<file path="src/rtl/ddr_cmd_decoder_if.sv">
// ddr_cmd_decoder_if: DDR4 command/address pin bus plus the decoder's
// classified-command and status outputs.
// The master side (command generator or bench) drives the pins.
// The slave side (ddr_cmd_decoder) drives the decoded results.
// Optional feature macro: CMD_CHECK_EN adds err_pulse/err_count.
//
// Handshake semantics: there is no valid/ready back-pressure on this bus.
// - The pins are sampled on every rising CK_t.
// - cmd_valid is a pure qualifier: it is high for exactly one cycle after
//   the edge that sampled a real command (anything other than DES or NOP).
// - The decoder cannot stall the master.
interface ddr_cmd_decoder_if;
  // command pins
  logic        cs_n;
  logic        act_n;
  logic        RAS_n_A16;
  logic        CAS_n_A15;
  logic        WE_n_A14;
  logic [1:0]  bg_addr;
  logic [1:0]  ba_addr;
  logic        A17;
  logic        A13;
  logic        A12_BC_n;
  logic        A11;
  logic        A10_AP;
  logic [9:0]  A9_A0;
  // decoded outputs
  logic        cmd_valid;
  logic [3:0]  cmd_code;
  logic [3:0]  cmd_bank;
  logic [17:0] cmd_row;
  logic [9:0]  cmd_col;
  logic [2:0]  mr_sel;
  logic [17:0] mr_data;
  logic [4:0]  cur_cl;
  logic [4:0]  cur_cwl;
  logic        cur_bl8;
  logic [15:0] bank_open;
  logic        rd_en;
  logic        wr_en;
  // debug: row-table entry for the bank currently on cmd_bank
  logic [17:0] cur_row;
`ifdef CMD_CHECK_EN
  logic        err_pulse;
  logic [7:0]  err_count;
`endif

  modport master (
    output cs_n, act_n, RAS_n_A16, CAS_n_A15, WE_n_A14, bg_addr, ba_addr,
           A17, A13, A12_BC_n, A11, A10_AP, A9_A0,
    input  cmd_valid, cmd_code, cmd_bank, cmd_row, cmd_col, mr_sel, mr_data,
           cur_cl, cur_cwl, cur_bl8, bank_open, rd_en, wr_en, cur_row
`ifdef CMD_CHECK_EN
    , input err_pulse, err_count
`endif
  );

  modport slave (
    input  cs_n, act_n, RAS_n_A16, CAS_n_A15, WE_n_A14, bg_addr, ba_addr,
           A17, A13, A12_BC_n, A11, A10_AP, A9_A0,
    output cmd_valid, cmd_code, cmd_bank, cmd_row, cmd_col, mr_sel, mr_data,
           cur_cl, cur_cwl, cur_bl8, bank_open, rd_en, wr_en, cur_row
`ifdef CMD_CHECK_EN
    , output err_pulse, err_count
`endif
  );
endinterface

</file>
<file path="src/rtl/ddr_cmd_decoder.sv">
// ddr_cmd_decoder: memory-side DDR4 command decoder.
// - Classifies each CK_t cycle into a JEDEC command.
// - Tracks open banks and their rows.
// - Captures CL/CWL/BL from MRS writes.
// - Generates read/write data-window enables.
// Optional feature macro: CMD_CHECK_EN (protocol error pulse and counter).
module ddr_cmd_decoder #(
  parameter int CL_DEFAULT  = 11,
  parameter int CWL_DEFAULT = 9,
  parameter int BL_DEFAULT  = 8
) (
  input  logic               CK_t,
  input  logic               reset_n,
  ddr_cmd_decoder_if.slave   bus
);

  typedef enum logic [3:0] {
    C_DES = 4'd0,  C_NOP = 4'd1,  C_ACT = 4'd2,  C_RD   = 4'd3,
    C_RDA = 4'd4,  C_WR  = 4'd5,  C_WRA = 4'd6,  C_PRE  = 4'd7,
    C_PREA = 4'd8, C_REF = 4'd9,  C_MRS = 4'd10, C_ZQC  = 4'd11,
    C_RFU = 4'd15
  } cmd_e;

  localparam logic [4:0] CL_RST  = 5'(CL_DEFAULT);
  localparam logic [4:0] CWL_RST = 5'(CWL_DEFAULT);
  localparam logic       BL8_RST = (BL_DEFAULT == 8);

  cmd_e        w_cmd;
  logic [3:0]  w_bank;
  logic [17:0] w_addr;
  logic [2:0]  w_mr_sel;
  logic        w_is_rd;
  logic        w_is_wr;
  logic [31:0] w_rd_mask;
  logic [31:0] w_wr_mask;
  logic [15:0] w_bank_open_nxt;
  logic [4:0]  w_cl_nxt;
  logic [4:0]  w_cwl_nxt;
  logic        w_bl8_nxt;

  cmd_e        r_cmd_code;
  logic        r_cmd_valid;
  logic [3:0]  r_cmd_bank;
  logic [17:0] r_cmd_row;
  logic [9:0]  r_cmd_col;
  logic [2:0]  r_mr_sel;
  logic [17:0] r_mr_data;
  logic [4:0]  r_cl;
  logic [4:0]  r_cwl;
  logic        r_bl8;
  logic [15:0] r_bank_open;
  logic [31:0] r_rd_sr;
  logic [31:0] r_wr_sr;
  logic [17:0] r_row_tbl [16];

  assign w_bank   = {bus.bg_addr, bus.ba_addr};
  assign w_mr_sel = {bus.bg_addr[0], bus.ba_addr};
  assign w_addr   = {bus.A17, bus.RAS_n_A16, bus.CAS_n_A15, bus.WE_n_A14,
                     bus.A13, bus.A12_BC_n, bus.A11, bus.A10_AP, bus.A9_A0};

  // Pin-level command classification in JEDEC priority order
  always_comb begin
    w_cmd = C_NOP;
    if (bus.cs_n) begin
      w_cmd = C_DES;
    end else if (!bus.act_n) begin
      w_cmd = C_ACT;
    end else begin
      case ({bus.RAS_n_A16, bus.CAS_n_A15, bus.WE_n_A14})
        3'b000:  w_cmd = C_MRS;
        3'b001:  w_cmd = C_REF;
        3'b010:  w_cmd = bus.A10_AP ? C_PREA : C_PRE;
        3'b011:  w_cmd = C_RFU;
        3'b100:  w_cmd = bus.A10_AP ? C_WRA : C_WR;
        3'b101:  w_cmd = bus.A10_AP ? C_RDA : C_RD;
        3'b110:  w_cmd = C_ZQC;
        default: w_cmd = C_NOP;
      endcase
    end
  end

  assign w_is_rd = (w_cmd == C_RD) || (w_cmd == C_RDA);
  assign w_is_wr = (w_cmd == C_WR) || (w_cmd == C_WRA);

  // Burst masks use the latency/BL currently registered, so an MRS on the
  // same edge only affects later commands. Bit j = enable after edge n+j.
  assign w_rd_mask = (r_bl8 ? 32'h0000_000F : 32'h0000_0003) << r_cl;
  assign w_wr_mask = (r_bl8 ? 32'h0000_000F : 32'h0000_0003) << r_cwl;

  // Next bank-open vector and mode-register derived latencies
  always_comb begin
    w_bank_open_nxt = r_bank_open;
    w_cl_nxt        = r_cl;
    w_cwl_nxt       = r_cwl;
    w_bl8_nxt       = r_bl8;
    case (w_cmd)
      C_ACT:               w_bank_open_nxt[w_bank] = 1'b1;
      C_PRE, C_RDA, C_WRA: w_bank_open_nxt[w_bank] = 1'b0;
      C_PREA:              w_bank_open_nxt = '0;
      C_MRS: begin
        if (w_mr_sel == 3'd0) begin
          w_cl_nxt  = (w_addr[6:3] < 4'd4) ? (5'd9 + 5'(w_addr[6:3])) : 5'd9;
          w_bl8_nxt = (w_addr[1:0] != 2'b10);
        end else if (w_mr_sel == 3'd2) begin
          w_cwl_nxt = ((w_addr[5:3] == 3'd0) || (w_addr[5:3] == 3'd2))
                      ? (5'd9 + 5'(w_addr[5:3])) : 5'd9;
        end
      end
      default: ;
    endcase
  end

  // Registered command outputs, bank state, mode registers, data windows
  always_ff @(posedge CK_t or negedge reset_n) begin
    if (!reset_n) begin
      r_cmd_valid <= 1'b0;
      r_cmd_code  <= C_DES;
      r_cmd_bank  <= '0;
      r_cmd_row   <= '0;
      r_cmd_col   <= '0;
      r_mr_sel    <= '0;
      r_mr_data   <= '0;
      r_cl        <= CL_RST;
      r_cwl       <= CWL_RST;
      r_bl8       <= BL8_RST;
      r_bank_open <= '0;
      r_rd_sr     <= '0;
      r_wr_sr     <= '0;
    end else begin
      r_cmd_valid <= (w_cmd != C_DES) && (w_cmd != C_NOP);
      r_cmd_code  <= w_cmd;
      r_cmd_bank  <= w_bank;
      r_cmd_row   <= w_addr;
      r_cmd_col   <= bus.A9_A0;
      if (w_cmd == C_MRS) begin
        r_mr_sel  <= w_mr_sel;
        r_mr_data <= w_addr;
      end
      r_cl        <= w_cl_nxt;
      r_cwl       <= w_cwl_nxt;
      r_bl8       <= w_bl8_nxt;
      r_bank_open <= w_bank_open_nxt;
      r_rd_sr     <= (r_rd_sr >> 1) | (w_is_rd ? w_rd_mask : 32'd0);
      r_wr_sr     <= (r_wr_sr >> 1) | (w_is_wr ? w_wr_mask : 32'd0);
    end
  end

  // Row table: not reset, validity comes from bank_open
  always_ff @(posedge CK_t) begin
    if (w_cmd == C_ACT) r_row_tbl[w_bank] <= w_addr;
  end

`ifdef CMD_CHECK_EN
  logic       w_err;
  logic       r_err_pulse;
  logic [7:0] r_err_count;

  assign w_err = ((w_cmd == C_ACT) && r_bank_open[w_bank])
              || ((w_is_rd || w_is_wr) && !r_bank_open[w_bank])
              || (((w_cmd == C_REF) || (w_cmd == C_MRS)) && (|r_bank_open))
              || (w_cmd == C_RFU);

  // Error pulse and saturating error counter
  always_ff @(posedge CK_t or negedge reset_n) begin
    if (!reset_n) begin
      r_err_pulse <= 1'b0;
      r_err_count <= '0;
    end else begin
      r_err_pulse <= w_err;
      if (w_err && (r_err_count != 8'hFF)) r_err_count <= r_err_count + 8'd1;
    end
  end

  assign bus.err_pulse = r_err_pulse;
  assign bus.err_count = r_err_count;
`endif

  assign bus.cmd_valid = r_cmd_valid;
  assign bus.cmd_code  = r_cmd_code;
  assign bus.cmd_bank  = r_cmd_bank;
  assign bus.cmd_row   = r_cmd_row;
  assign bus.cmd_col   = r_cmd_col;
  assign bus.mr_sel    = r_mr_sel;
  assign bus.mr_data   = r_mr_data;
  assign bus.cur_cl    = r_cl;
  assign bus.cur_cwl   = r_cwl;
  assign bus.cur_bl8   = r_bl8;
  assign bus.bank_open = r_bank_open;
  assign bus.rd_en     = r_rd_sr[0];
  assign bus.wr_en     = r_wr_sr[0];
  assign bus.cur_row   = r_row_tbl[r_cmd_bank];

endmodule

</file>
<file path="src/flat_wrapper.sv">
// flat-port wrapper written by rule: the top's interface ports become plain ports
module ddr_cmd_decoder_flat 
#(
  parameter int CL_DEFAULT  = 11,
  parameter int CWL_DEFAULT = 9,
  parameter int BL_DEFAULT  = 8
)
  (CK_t, reset_n, bus_cs_n, bus_act_n, bus_RAS_n_A16, bus_CAS_n_A15, bus_WE_n_A14, bus_bg_addr, bus_ba_addr, bus_A17, bus_A13, bus_A12_BC_n, bus_A11, bus_A10_AP, bus_A9_A0, bus_cmd_valid, bus_cmd_code, bus_cmd_bank, bus_cmd_row, bus_cmd_col, bus_mr_sel, bus_mr_data, bus_cur_cl, bus_cur_cwl, bus_cur_bl8, bus_bank_open, bus_rd_en, bus_wr_en, bus_cur_row);
  ddr_cmd_decoder_if bus_i ();
  input  logic CK_t;
  input  logic reset_n;
  input wire logic [$bits(bus_i.cs_n)-1:0] bus_cs_n;
  input wire logic [$bits(bus_i.act_n)-1:0] bus_act_n;
  input wire logic [$bits(bus_i.RAS_n_A16)-1:0] bus_RAS_n_A16;
  input wire logic [$bits(bus_i.CAS_n_A15)-1:0] bus_CAS_n_A15;
  input wire logic [$bits(bus_i.WE_n_A14)-1:0] bus_WE_n_A14;
  input wire logic [$bits(bus_i.bg_addr)-1:0] bus_bg_addr;
  input wire logic [$bits(bus_i.ba_addr)-1:0] bus_ba_addr;
  input wire logic [$bits(bus_i.A17)-1:0] bus_A17;
  input wire logic [$bits(bus_i.A13)-1:0] bus_A13;
  input wire logic [$bits(bus_i.A12_BC_n)-1:0] bus_A12_BC_n;
  input wire logic [$bits(bus_i.A11)-1:0] bus_A11;
  input wire logic [$bits(bus_i.A10_AP)-1:0] bus_A10_AP;
  input wire logic [$bits(bus_i.A9_A0)-1:0] bus_A9_A0;
  output wire logic [$bits(bus_i.cmd_valid)-1:0] bus_cmd_valid;
  output wire logic [$bits(bus_i.cmd_code)-1:0] bus_cmd_code;
  output wire logic [$bits(bus_i.cmd_bank)-1:0] bus_cmd_bank;
  output wire logic [$bits(bus_i.cmd_row)-1:0] bus_cmd_row;
  output wire logic [$bits(bus_i.cmd_col)-1:0] bus_cmd_col;
  output wire logic [$bits(bus_i.mr_sel)-1:0] bus_mr_sel;
  output wire logic [$bits(bus_i.mr_data)-1:0] bus_mr_data;
  output wire logic [$bits(bus_i.cur_cl)-1:0] bus_cur_cl;
  output wire logic [$bits(bus_i.cur_cwl)-1:0] bus_cur_cwl;
  output wire logic [$bits(bus_i.cur_bl8)-1:0] bus_cur_bl8;
  output wire logic [$bits(bus_i.bank_open)-1:0] bus_bank_open;
  output wire logic [$bits(bus_i.rd_en)-1:0] bus_rd_en;
  output wire logic [$bits(bus_i.wr_en)-1:0] bus_wr_en;
  output wire logic [$bits(bus_i.cur_row)-1:0] bus_cur_row;
  assign bus_i.cs_n = bus_cs_n;
  assign bus_i.act_n = bus_act_n;
  assign bus_i.RAS_n_A16 = bus_RAS_n_A16;
  assign bus_i.CAS_n_A15 = bus_CAS_n_A15;
  assign bus_i.WE_n_A14 = bus_WE_n_A14;
  assign bus_i.bg_addr = bus_bg_addr;
  assign bus_i.ba_addr = bus_ba_addr;
  assign bus_i.A17 = bus_A17;
  assign bus_i.A13 = bus_A13;
  assign bus_i.A12_BC_n = bus_A12_BC_n;
  assign bus_i.A11 = bus_A11;
  assign bus_i.A10_AP = bus_A10_AP;
  assign bus_i.A9_A0 = bus_A9_A0;
  assign bus_cmd_valid = bus_i.cmd_valid;
  assign bus_cmd_code = bus_i.cmd_code;
  assign bus_cmd_bank = bus_i.cmd_bank;
  assign bus_cmd_row = bus_i.cmd_row;
  assign bus_cmd_col = bus_i.cmd_col;
  assign bus_mr_sel = bus_i.mr_sel;
  assign bus_mr_data = bus_i.mr_data;
  assign bus_cur_cl = bus_i.cur_cl;
  assign bus_cur_cwl = bus_i.cur_cwl;
  assign bus_cur_bl8 = bus_i.cur_bl8;
  assign bus_bank_open = bus_i.bank_open;
  assign bus_rd_en = bus_i.rd_en;
  assign bus_wr_en = bus_i.wr_en;
  assign bus_cur_row = bus_i.cur_row;
  ddr_cmd_decoder #(.CL_DEFAULT(CL_DEFAULT), .CWL_DEFAULT(CWL_DEFAULT), .BL_DEFAULT(BL_DEFAULT)) u_core (.CK_t(CK_t), .reset_n(reset_n), .bus(bus_i));
endmodule
</file>
<file path="config.mk">
export PLATFORM = sky130hd
export DESIGN_NAME = ddr_cmd_decoder_flat
export DESIGN_NICKNAME = d
export VERILOG_FILES = /design/src/rtl/ddr_cmd_decoder_if.sv /design/src/rtl/ddr_cmd_decoder.sv /design/src/flat_wrapper.sv
export SDC_FILE = /design/constraint.sdc
export NUM_CORES = 1
export LEC_CHECK = 0
export ABC_AREA = 1
export CORE_UTILIZATION = 50
export CTS_BUF_LIST = sky130_fd_sc_hd__clkbuf_16
export CTS_CLUSTER_SIZE = 14
export DETAILED_ROUTE_END_ITERATION = 12
export PLACE_DENSITY = 0.72
export SETUP_SLACK_MARGIN = 0.15
export SLEW_MARGIN = 0
export SYNTH_ARGS = -nofsm -noshare
export SYNTH_HDL_FRONTEND = slang
export SYNTH_SLANG_ARGS = --single-unit
export TNS_END_PERCENT = 50
</file>
<file path="constraint.sdc">
create_clock -name CK_t -period 1.8 [get_ports CK_t]
set_input_delay 0.36 -clock CK_t [delete_from_list [all_inputs] [get_ports CK_t]]
set_output_delay 0.36 -clock CK_t [all_outputs]
set_load 0.005 [all_outputs]
</file>
==> out/qor.csv, run 1 <==
stage;metric;value;unit
synth;Post-Synth XOR/XNOR Area;0;
clock_network;Worst-Skew Late Latency;0.55;ns
pwr;Max IR drop VDD;818;uV
global_route;first-pass GRT wire length;73.6;mm
routing;final wirelength;49.0;mm
synth;sequential area share after synthesis;0.681;
synth;Synth async-reset ratio;0.326;
setup_path;CP Capture Type;output port;
sta;final-report hold violation count;0;
synth;syn_nets;1484;
synth;synth warn;0;
setup_path;Critical-path top delay cell;dfrtp_4;
setup_path;Max stage delay on crit path;0.50;ns
worst_hold_path;Hold Crit Depth;2;
setup_path;Largest delay share family, worst path;flip-flops;
floorplan;Ports;131;
global_route;GRT Overall Usage;0.271;
synth;Synth Area in Compound Gates;0.122;
routing;vias per inst;5.58;
setup_path;r2r setup slk;0.21;ns
synth;number of synthesized flops with an enable pin;288;
final_layout;Final Cell Area;23800;um2
routing;Avg WL per Cell;21.6;um
setup_path;WP buf/inv;3;
synth;top-area cell type share of the netlist area;0.486;
synth;Yosys top cell by area;edfxtp_1;
final_layout;area grow syn2layout;33.6;%
floorplan;die height;191;um
routing;DRT antenna net count;0;
final_layout;most common cell after layout, fill and taps aside;edfxtp_1;
synth;top post-synthesis cells by area;edfxtp_1, dfrtp_1, nand2_1, mux2i_1, o21ai_0;
sta;highest clock rate;365;MHz
sta;RSZ-0062 raised after global routing;yes;
sta;Tmin final;2.74;ns
final_layout;Fillers;2418;
global_route;GR Overflow Total;0;
routing;DRT iter0 DRCs;1029;
final_layout;n_diodes;0;
sta;Finish-stage setup viols;19;
synth;post-synthesis adder-cell area fraction;0.00281;
setup_path;Crit Path Class;flip-flop to output port;
setup_path;crit start category;flip-flop;
pwr;Leak Pwr;10.0;nW
synth;Main synth FF type;edfxtp_1;
clock_network;CTS tree;done;
synth;multiplexer share of the synthesized area;0.0405;
status;outcome;finished with violations;
worst_hold_path;Min-Delay Path Class;input pin to flip-flop;
floorplan;die width;191;um
synth;Avg Inst Size Synth;12.2;um2
floorplan;DIE AREA;36400;um2
global_route;largest net degree at the start of global routing;38;
worst_hold_path;HP Start;bus_A10_AP;
sta;Least-Margin Pin Slew;0.485;ns
synth;Mapped Area;17800;um2
routing;1st-pass router iterations;5;
sta;Final TNS setup;-15.33;ns
pwr;PwrDens;1000;nW/um2
floorplan;Initial Utilization;0.512;
sta;post-route clock skew;0.0118;ns
placed_design;Final Wtd Congestion;0.872;
sta;post-route clock period utilization;1.52;
routing;routed vias;12700;
final_layout;most frequent cells in the layout;edfxtp_1, nand2_1, buf_4, inv_1, dfrtp_1;
placed_design;hpwl dp;31.0;mm
clock_network;Clock transition at path regs;0.06;ns
floorplan;core box area;34800;um2
synth;Synth Register Bits;427;
global_route;number of global-route vias before repair;12600;
floorplan;row count;68;
setup_path;Worst R2R Path Depth;8;
placed_design;placed inst area;21300;um2
clock_network;Num CTS Buffers;44;
setup_path;Crit path required time;1.44;ns
synth;Netlist cell types;43;
synth;Post-Synthesis Cells;1454;
synth;post-synthesis simple-gate area fraction;0.0963;
sta;Slew Viols, Final;0;
final_layout;Final #Nets;1814;
placed_design;port buffer count;130;
setup_path;worst-path maximum fanout;11;
setup_path;FF-to-FF End;u_core.r_rd_sr[24];
setup_path;WP data arrival;2.38;ns
final_layout;fraction of layout cells with a size suffix above 1;0.269;
run;# Max-Cap Violations;0;
clock_network;clock buffer depth;3;
setup_path;worst r2r src;u_core.bus.cur_bl8;
synth;largest family of logic cells by synthesized area;compound AO/OA/AOI/OAI gates;
sta;Setup WS post-layout;-0.939;ns
status;failing checks;negative setup slack;
clock_network;clk sink count;427;
routing;DRC;0;
worst_hold_path;Hold Crit Endpoint;u_core.bus.cmd_row[10];
sta;Slew Limit Headroom;0.675;
global_route;initial antenna violation count;1;
setup_path;CP Cell Sequence;buf_12 -> buf_16 -> mux2i_1 -> o211ai_1 -> nand3_1 -> nand2_1 -> buf_2;
clock_network;H-tree lvl count;2;
clock_network;CTS Root Cell;clkbuf_16;
-- report_power, final --
part / leakage [nW] / total (W) / switching, W / internal [W]
clock network: 0.735 / 0.00909 / 0.00376 / 0.00533
registers: 4.33 / 0.0114 / 0.000350 / 0.0111
logic: 4.94 / 0.00335 / 0.00175 / 0.00160
-- logic make-up (layout without fill, tap and decap cells) --
logic type               after synthesis  count (layout)
AO/OA/AOI/OAI                        341             341
flip-flops                           427             427
adder cells (fa/ha/maj)                4               4
AND/OR/NAND/NOR                      377             377
buffers and inverters                233             594
multiplexers                          72              72
-- state kept, by name, indices dropped and copies added, names as in the netlist --
register              cells
u_core.r_rd_sr           32
u_core.bus.mr_sel         3
u_core.bus.bank_open     16
u_core.bus.cmd_valid      1
u_core.bus.cur_cl         5
u_core.bus.mr_data       18
u_core.bus.cmd_code       4
u_core.r_wr_sr           32
u_core.r_row_tbl        288
u_core.bus.cur_bl8        1
u_core.bus.cur_cwl        5
u_core.bus.cmd_bank       4
u_core.bus.cmd_row       18
-- cell usage after synthesis, types with 2 or more instances --
cell type	instances
a21oi_1	78
a22oi_1	2
buf_1	6
buf_2	16
buf_4	14
buf_6	5
buf_8	2
clkbuf_1	43
clkinv_1	3
dfrtp_1	133
dfstp_2	6
edfxtp_1	288
ha_1	4
inv_1	132
inv_2	11
mux2i_1	72
nand2_1	207
nand2_2	7
nand2_4	5
nand3_1	78
nand3_2	3
nand3_4	2
nand4_1	17
nor2_1	45
nor2_2	3
nor2_4	2
o211ai_1	72
o21ai_0	118
o21ai_1	4
o21bai_1	32
o21bai_2	28
o22ai_1	2
or2_2	4
-- cell type report --
cell class,count,area (um2),area share
clock buffer,44,1100,0.0463
sequential,427,12100,0.510
inverter,147,597,0.0251
tap,455,569,0.0239
multi-input combinational,794,5030,0.212
timing repair buffer,370,4020,0.169
clock inverter,33,335,0.0141
-- timing repair --
| item | 4_1_cts | 5_1_grt |
|---|---|---|
| buffers inserted | 37 | 6 |
| hold endpoints to repair | 35 | 0 |
| hold buffers | 1 | 0 |
| cloned | 11 | 3 |
| pin swaps | 74 | 54 |
| gates resized for setup | 328 | 79 |
| endpoints found under the setup margin | 496 | 183 |
-- worst max-delay path by stage --
stage / startpoint / cells past startpoint / endpoint / slack, ns
2_1_floorplan: bus_WE_n_A14 / 8 / u_core.r_row_tbl[0][0] / -0.11
3_3_place_gp: bus_CAS_n_A15 / 11 / u_core.r_row_tbl[6][17] / -0.66
3_5_place_dp: u_core.bus.cmd_bank[0] / 8 / bus_cur_row[0] / -0.68
4_1_cts: u_core.bus.cmd_bank[0] / 8 / bus_cur_row[6] / -0.91
5_1_grt: u_core.bus.cmd_bank[0] / 7 / bus_cur_row[1] / -0.96
6_report: u_core.bus.cmd_bank[0] / 7 / bus_cur_row[1] / -0.94
-- worst reg2reg max path, delay by kind of cell (launching register included) --
family	cells	cell delay [ns]
buffers and inverters	2	0.23
AND/OR/NAND/NOR	4	0.52
flip-flops	1	0.55
AO/OA/AOI/OAI	2	0.22
-- metal layers --
layer	global-route usage	share of wire
met1	0.362	0.41
met2	0.431	0.47
met3	0.0639	0.086
met5	0	0
met4	0.103	0.032
-- metrics by stage --
| stage | utilization | worst slack [ns] | instances | hold slack [ns] | power, W |
|---|---|---|---|---|---|
| after floorplan | - | -0.111 | 1454 | 0.0644 | 0.0129 |
| after global placement | 0.612 | -0.657 | 2135 | 0.275 | 0.0148 |
| after detailed placement | 0.612 | -0.683 | 2135 | 0.274 | 0.0148 |
| after CTS | 0.674 | -0.912 | 2261 | 0.0420 | 0.0239 |
| after global routing | 0.684 | -0.962 | 2270 | 0.0423 | 0.0247 |
| final | 0.684 | -0.939 | 2270 | 0.0604 | 0.0239 |
Note: power is estimated with default switching activity, not from simulation.
==> run 2, diff against run 1 <==
Settings changed: CTS_BUF_LIST sky130_fd_sc_hd__clkbuf_16 to not set, REMOVE_ABC_BUFFERS set to 1.
==> out/qor.csv, run 2 (synthesis results as in run 1) <==
stage;metric;value;unit;change
status;outcome;finished with violations;;unchanged
status;failing checks;negative setup slack;;unchanged
routing;routed vias;13700;;was 12.7k
clock_network;clk sink count;427;;unchanged
routing;vias per inst;5.88;;was 5.58
floorplan;Ports;131;;unchanged
floorplan;row count;68;;unchanged
global_route;first-pass GRT wire length;79.7;mm;was 73.6 mm
run;# Max-Cap Violations;0;;unchanged
setup_path;CP Capture Type;output port;;unchanged
worst_hold_path;Min-Delay Path Class;input pin to flip-flop;;unchanged
placed_design;hpwl dp;30.6;mm;was 31.0 mm
final_layout;Largest Register;u_core.r_row_tbl;;unchanged
sta;Least-Margin Pin Slew;0.447;ns;was 0.485 ns
clock_network;Worst-Skew Late Latency;0.54;ns;was 0.55 ns
final_layout;most common cell after layout, fill and taps aside;edfxtp_1;;unchanged
pwr;Max IR drop VDD;696;uV;was 818 uV
placed_design;Final Wtd Congestion;0.865;;was 0.872
sta;final hold slack;0.121;ns;was 0.0604 ns
setup_path;worst-path maximum fanout;12;;was 11
clock_network;H-tree lvl count;2;;unchanged
sta;final-report hold violation count;0;;unchanged
setup_path;crit start category;flip-flop;;unchanged
final_layout;max reg flops;288;;unchanged
routing;1st-pass router iterations;5;;unchanged
global_route;GR Overflow Total;0;;unchanged
placed_design;placed inst area;21400;um2;was 21300 um2
routing;Avg WL per Cell;23.4;um;was 21.6 um
floorplan;Initial Utilization;0.512;;unchanged
routing;DRT antenna net count;0;;unchanged
setup_path;Crit Path Class;flip-flop to output port;;unchanged
final_layout;most frequent cells in the layout;edfxtp_1, nand2_1, buf_4, inv_1, dfrtp_1;;unchanged
global_route;largest net degree at the start of global routing;45;;was 38
routing;DRT iter0 DRCs;1545;;was 1029
sta;Setup WS post-layout;-1.02;ns;was -0.939 ns
sta;Slew Viols, Final;0;;unchanged
sta;post-route clock period utilization;1.57;;was 1.52
routing;DRC;0;;unchanged
setup_path;Crit path required time;1.44;ns;about the same
final_layout;Final #Nets;1864;;was 1814
final_layout;fraction of layout cells with a size suffix above 1;0.310;;was 0.269
final_layout;Final Cell Area;24700;um2;was 23800 um2
setup_path;r2r setup slk;0.20;ns;was 0.21 ns
sta;Finish-stage setup viols;22;;was 19
floorplan;die height;191;um;unchanged
global_route;number of global-route vias before repair;13400;;was 12.6k
clock_network;Num CTS Buffers;44;;unchanged
floorplan;DIE AREA;36400;um2;unchanged
pwr;Leak Pwr;10.4;nW;was 10.0 nW
routing;final wirelength;54.4;mm;was 49.0 mm
setup_path;WP data arrival;2.46;ns;was 2.38 ns
sta;post-route clock skew;0.00599;ns;was 0.0118 ns
global_route;GRT Overall Usage;0.293;;was 0.271
clock_network;CTS Root Cell;clkbuf_16;;unchanged
global_route;initial antenna violation count;0;;was 1
clock_network;Clock transition at path regs;0.07;ns;was 0.06 ns
floorplan;core box area;34800;um2;unchanged
final_layout;Regs by FF count;u_core.r_row_tbl: 288 flops, u_core.r_rd_sr: 32 flops, u_core.r_wr_sr: 32 flops;;unchanged
clock_network;CTS tree;done;;unchanged
sta;Tmin final;2.82;ns;was 2.74 ns
sta;RSZ-0062 raised after global routing;yes;;unchanged
sta;Slew Limit Headroom;0.701;;was 0.675
sta;highest clock rate;355;MHz;was 365 MHz
final_layout;area grow syn2layout;38.7;%;was 33.6%
final_layout;n_diodes;0;;unchanged
floorplan;die width;191;um;unchanged
placed_design;Place WS;-0.793;ns;was -0.683 ns
placed_design;port buffer count;130;;unchanged
pwr;PwrDens;974;nW/um2;was 1000 nW/um2
final_layout;Final Util;0.710;;was 0.684
clock_network;clock buffer depth;3;;unchanged
## run 2: cell types whose count changed in the layout (fill, tap and decap cells not counted), moves of 10 or more
cell      delta
buf_4       +25
clkbuf_1    +13
inv_1       -12
buf_12      +11
o21ai_2     +10
## run 2: where the power goes
group | total [W] | internal, W | leakage (nW) | switching (W)
sequential | 0.0114 | 0.0111 | 4.33 | 0.000348
combinational | 0.00361 | 0.00173 | 5.37 | 0.00188
clock | 0.00903 | 0.00527 | 0.682 | 0.00376
total | 0.0241 | 0.0181 | 10.4 | 0.00599
## run 2: area by class of cell
| class | count | area (um2) |
|---|---|---|
| timing repair buffer | 420 | 4700 |
| tap | 455 | 569 |
| fill | 2190 | 10100 |
| multi-input combinational | 794 | 5260 |
| clock inverter | 20 | 209 |
| clock buffer | 60 | 1200 |
| sequential | 427 | 12100 |
| inverter | 147 | 607 |
## run 2: metal layers
metal / global-route usage / vias up / wire length [um]
li1: - / 5892 / -
met1: 0.389 / 6747 / 20900
met2: 0.467 / 877 / 26000
met3: 0.0548 / 140 / 5140
met4: 0.134 / 0 / 2300
met5: 0 / - / 0
## run 2: final timing paths
| path | startpoint | endpoint | depth (start not counted) |
|---|---|---|---|
| max in group asynchronous | reset_n | u_core.bus.cur_cwl[3] | 3 |
| min in group asynchronous | reset_n | u_core.r_rd_sr[15] | 2 |
| worst min-delay path | bus_A10_AP | u_core.bus.cmd_row[10] | 2 |
| worst min register to register | u_core.r_wr_sr[22] | u_core.r_wr_sr[21] | 1 |
| worst max-delay path | u_core.bus.cmd_bank[0] | bus_cur_row[3] | 7 |
| worst max register to register | u_core.bus.cur_bl8 | u_core.r_rd_sr[26] | 7 |
## run 2: what timing repair did
action | in CTS | in global routing
cloned | 19 | 4
hold buffers | 2 | 0
hold endpoints to repair | 27 | 0
buffers inserted | 53 | 17
pin swaps | 80 | 58
endpoints found under the setup margin | 498 | 203
gates resized for setup | 386 | 114
## run 2: worst max-delay path: stages, from the launching register on
cell      delay [ns]
dfrtp_4         0.52
buf_8           0.17
buf_4           0.19
o21ai_0         0.36
o211ai_1        0.21
nand3_1         0.18
nand2_2         0.13
buf_6           0.15
## run 2: metrics by stage
step / total power, W / setup TNS, ns / cells
floorplan: 0.0129 / -200.37 / 1368
global placement: 0.0147 / -246.14 / 2148
global route: 0.0248 / -18.62 / 2323
detailed placement: 0.0148 / -244.79 / 2148
CTS: 0.0238 / -16.31 / 2302
finish: 0.0241 / -17.76 / 2323
==> run 3, diff against run 2 <==
Settings changed: CTS_BUF_LIST set to sky130_fd_sc_hd__clkbuf_4.
==> out/qor.csv, run 3 (synthesis results as in run 1) <==
stage;metric;value;unit;change
sta;Tmin final;3.19;ns;was 2.82 ns
placed_design;Placed Cells;2148;;unchanged
status;failing checks;negative setup slack;;unchanged
worst_hold_path;Hold Crit Endpoint;u_core.bus.cmd_row[10];;unchanged
routing;final wirelength;51.1;mm;was 54.4 mm
setup_path;Crit path required time;1.44;ns;about the same
global_route;GR Overflow Total;0;;unchanged
final_layout;Regs by FF count;u_core.r_row_tbl: 288 flops, u_core.r_rd_sr: 32 flops, u_core.r_wr_sr: 32 flops;;unchanged
setup_path;Critical-path top delay cell;dfrtp_4;;unchanged
setup_path;WP buf/inv;5;;was 3
global_route;first-pass GRT wire length;76.5;mm;was 79.7 mm
status;outcome;finished with violations;;unchanged
global_route;initial antenna violation count;1;;was 0
sta;Setup WS post-layout;-1.39;ns;was -1.02 ns
clock_network;Num CTS Buffers;108;;was 44
routing;Avg WL per Cell;21.0;um;was 23.4 um
sta;Least-Margin Pin Slew;0.961;ns;was 0.447 ns
final_layout;Final #Nets;1907;;was 1864
clock_network;Worst-Skew Late Latency;0.79;ns;was 0.54 ns
routing;routed vias;13500;;was 13.7k
floorplan;die height;191;um;unchanged
floorplan;Ports;131;;unchanged
setup_path;r2r setup slk;0.19;ns;was 0.20 ns
floorplan;Initial Utilization;0.512;;unchanged
routing;DRT iter0 DRCs;1278;;was 1545
pwr;Leak Pwr;10.2;nW;was 10.4 nW
final_layout;most frequent cells in the layout;edfxtp_1, nand2_1, buf_4, clkbuf_4;;was edfxtp_1, nand2_1, buf_4, inv_1, dfrtp_1
clock_network;Clock transition at path regs;0.07;ns;about the same
global_route;number of global-route vias before repair;13400;;about the same
final_layout;Fillers;2382;;was 2190
clock_network;H-tree lvl count;3;;was 2
setup_path;Crit Path Class;flip-flop to output port;;unchanged
setup_path;CP Capture Type;output port;;unchanged
setup_path;WP data arrival;2.83;ns;was 2.46 ns
setup_path;Largest delay share family, worst path;buffers and inverters;;was compound AO/OA/AOI/OAI gates
sta;final hold slack;0.0475;ns;was 0.121 ns
setup_path;most frequent cell on the critical path;buf_12;;
setup_path;worst r2r src;u_core.bus.cur_cl[0];;was u_core.bus.cur_bl8
clock_network;CTS tree;done;;unchanged
final_layout;Final Non-Filler Cells;2428;;was 2323
run;# Max-Cap Violations;0;;unchanged
routing;DRC;0;;unchanged
sta;Slew Viols, Final;0;;unchanged
final_layout;most common cell after layout, fill and taps aside;edfxtp_1;;unchanged
final_layout;Largest Register;u_core.r_row_tbl;;unchanged
global_route;largest net degree at the start of global routing;45;;unchanged
sta;post-route clock skew;0.0168;ns;was 0.00599 ns
final_layout;register area;12100;um2;about the same
setup_path;Worst R2R Path Depth;8;;was 7
pwr;Max IR drop VDD;528;uV;was 696 uV
sta;Slew Limit Headroom;0.359;;was 0.701
sta;highest clock rate;313;MHz;was 355 MHz
worst_hold_path;Min-Delay Path Class;input pin to flip-flop;;unchanged
routing;DRT antenna net count;0;;unchanged
final_layout;max reg flops;288;;unchanged
setup_path;Max stage delay on crit path;0.50;ns;was 0.52 ns
final_layout;fraction of layout cells with a size suffix above 1;0.365;;was 0.310
setup_path;CP Cell Sequence;buf_12 -> buf_12 -> buf_8 -> buf_16 -> mux2i_1 -> o211ai_1 -> nand3_2 -> nand2_2 -> buf_2;;was buf_8 -> buf_4 -> o21ai_0 -> o211ai_1 -> nand3_1 -> nand2_2 -> buf_6
worst_hold_path;HP Start;bus_A10_AP;;unchanged
floorplan;row count;68;;unchanged
sta;final-report hold violation count;0;;unchanged
clock_network;clock buffer depth;3;;unchanged
global_route;GRT Overall Usage;0.282;;was 0.293
worst_hold_path;Hold Crit Depth;2;;unchanged
routing;1st-pass router iterations;5;;unchanged
sta;Finish-stage setup viols;27;;was 22
placed_design;hpwl dp;30.6;mm;unchanged
setup_path;FF-to-FF End;u_core.r_rd_sr[24];;was u_core.r_rd_sr[26]
placed_design;Final Wtd Congestion;0.865;;unchanged
pwr;PwrDens;987;nW/um2;was 974 nW/um2
clock_network;clk sink count;427;;unchanged
setup_path;crit start category;flip-flop;;unchanged
final_layout;multi-input gate area in the final layout;5040;um2;was 5260 um2
floorplan;core box area;34800;um2;unchanged
clock_network;CTS Root Cell;clkbuf_4;;was clkbuf_16
placed_design;port buffer count;130;;unchanged
final_layout;area grow syn2layout;33.1;%;was 38.7%
sta;RSZ-0062 raised after global routing;yes;;unchanged
sta;post-route clock period utilization;1.77;;was 1.57
routing;vias per inst;5.57;;was 5.88
setup_path;worst-path maximum fanout;6;;was 12
pwr;total power draw;0.0234;W;was 0.0241 W
floorplan;DIE AREA;36400;um2;unchanged
floorplan;die width;191;um;unchanged
run 3: how the worst max path moves through the flow:
stage / from / endpoint / cells after the start / slack, ns
after floorplan: u_core.bus.cmd_bank[0] / bus_cur_row[2] / 4 / -3.70
after global placement: u_core.bus.cmd_bank[0] / bus_cur_row[16] / 8 / -0.74
after CTS: u_core.bus.cmd_bank[0] / bus_cur_row[1] / 9 / -1.27
after global routing: u_core.bus.cmd_bank[0] / bus_cur_row[1] / 9 / -1.42
final: u_core.bus.cmd_bank[0] / bus_cur_row[1] / 9 / -1.39
after detailed placement: u_core.bus.cmd_bank[0] / bus_cur_row[17] / 7 / -0.79
run 3: stage by stage:
step	worst slack, ns	utilization	TNS [ns]	area, um2
floorplan	-3.70	-	-200.37	17400
global placement	-0.740	0.614	-246.14	21400
detailed placement	-0.793	0.614	-244.79	21400
CTS	-1.27	0.672	-23.96	23400
global route	-1.42	0.681	-25.14	23700
finish	-1.39	0.681	-23.35	23700
run 3: worst reg2reg max path, cell delays in order, from the launching register on:
cell	delay [ns]
dfstp_2	0.54
buf_6	0.10
buf_4	0.09
buf_4	0.11
nor2_1	0.07
nor2_2	0.14
a22oi_2	0.08
or2_2	0.29
o21bai_2	0.13
run 3: what timing repair did:
item | 4_1_cts | 5_1_grt
gates cloned | 10 | 0
gates resized for setup | 527 | 89
pin swaps | 67 | 49
setup buffers | 49 | 11
setup endpoints to repair | 112 | 436
hold buffers | 3 | 1
hold endpoints to repair | 138 | 1
run 3: final cells by class:
class,count,area share
repair buffers,399,0.167
well taps,455,0.0240
clock inverters,47,0.0105
diodes,1,0.000106
clock buffers,158,0.0501
flip-flops and latches,427,0.512
multi-input cells,794,0.213
inverters,147,0.0234
run 3: metal layers:
layer  global-route usage  part of all wire
met5                    0                 0
met2                0.447              0.48
met3               0.0561             0.093
met1                0.381              0.40
met4                0.118             0.028
run 3: where the power goes:
| part | total (W) | switching, W | internal, W | leakage [nW] |
|---|---|---|---|---|
| registers | 0.0113 | 0.000257 | 0.0111 | 4.33 |
| clock network | 0.00843 | 0.00407 | 0.00435 | 0.858 |
| logic | 0.00364 | 0.00191 | 0.00173 | 5.00 |
| total | 0.0234 | 0.00624 | 0.0171 | 10.2 |
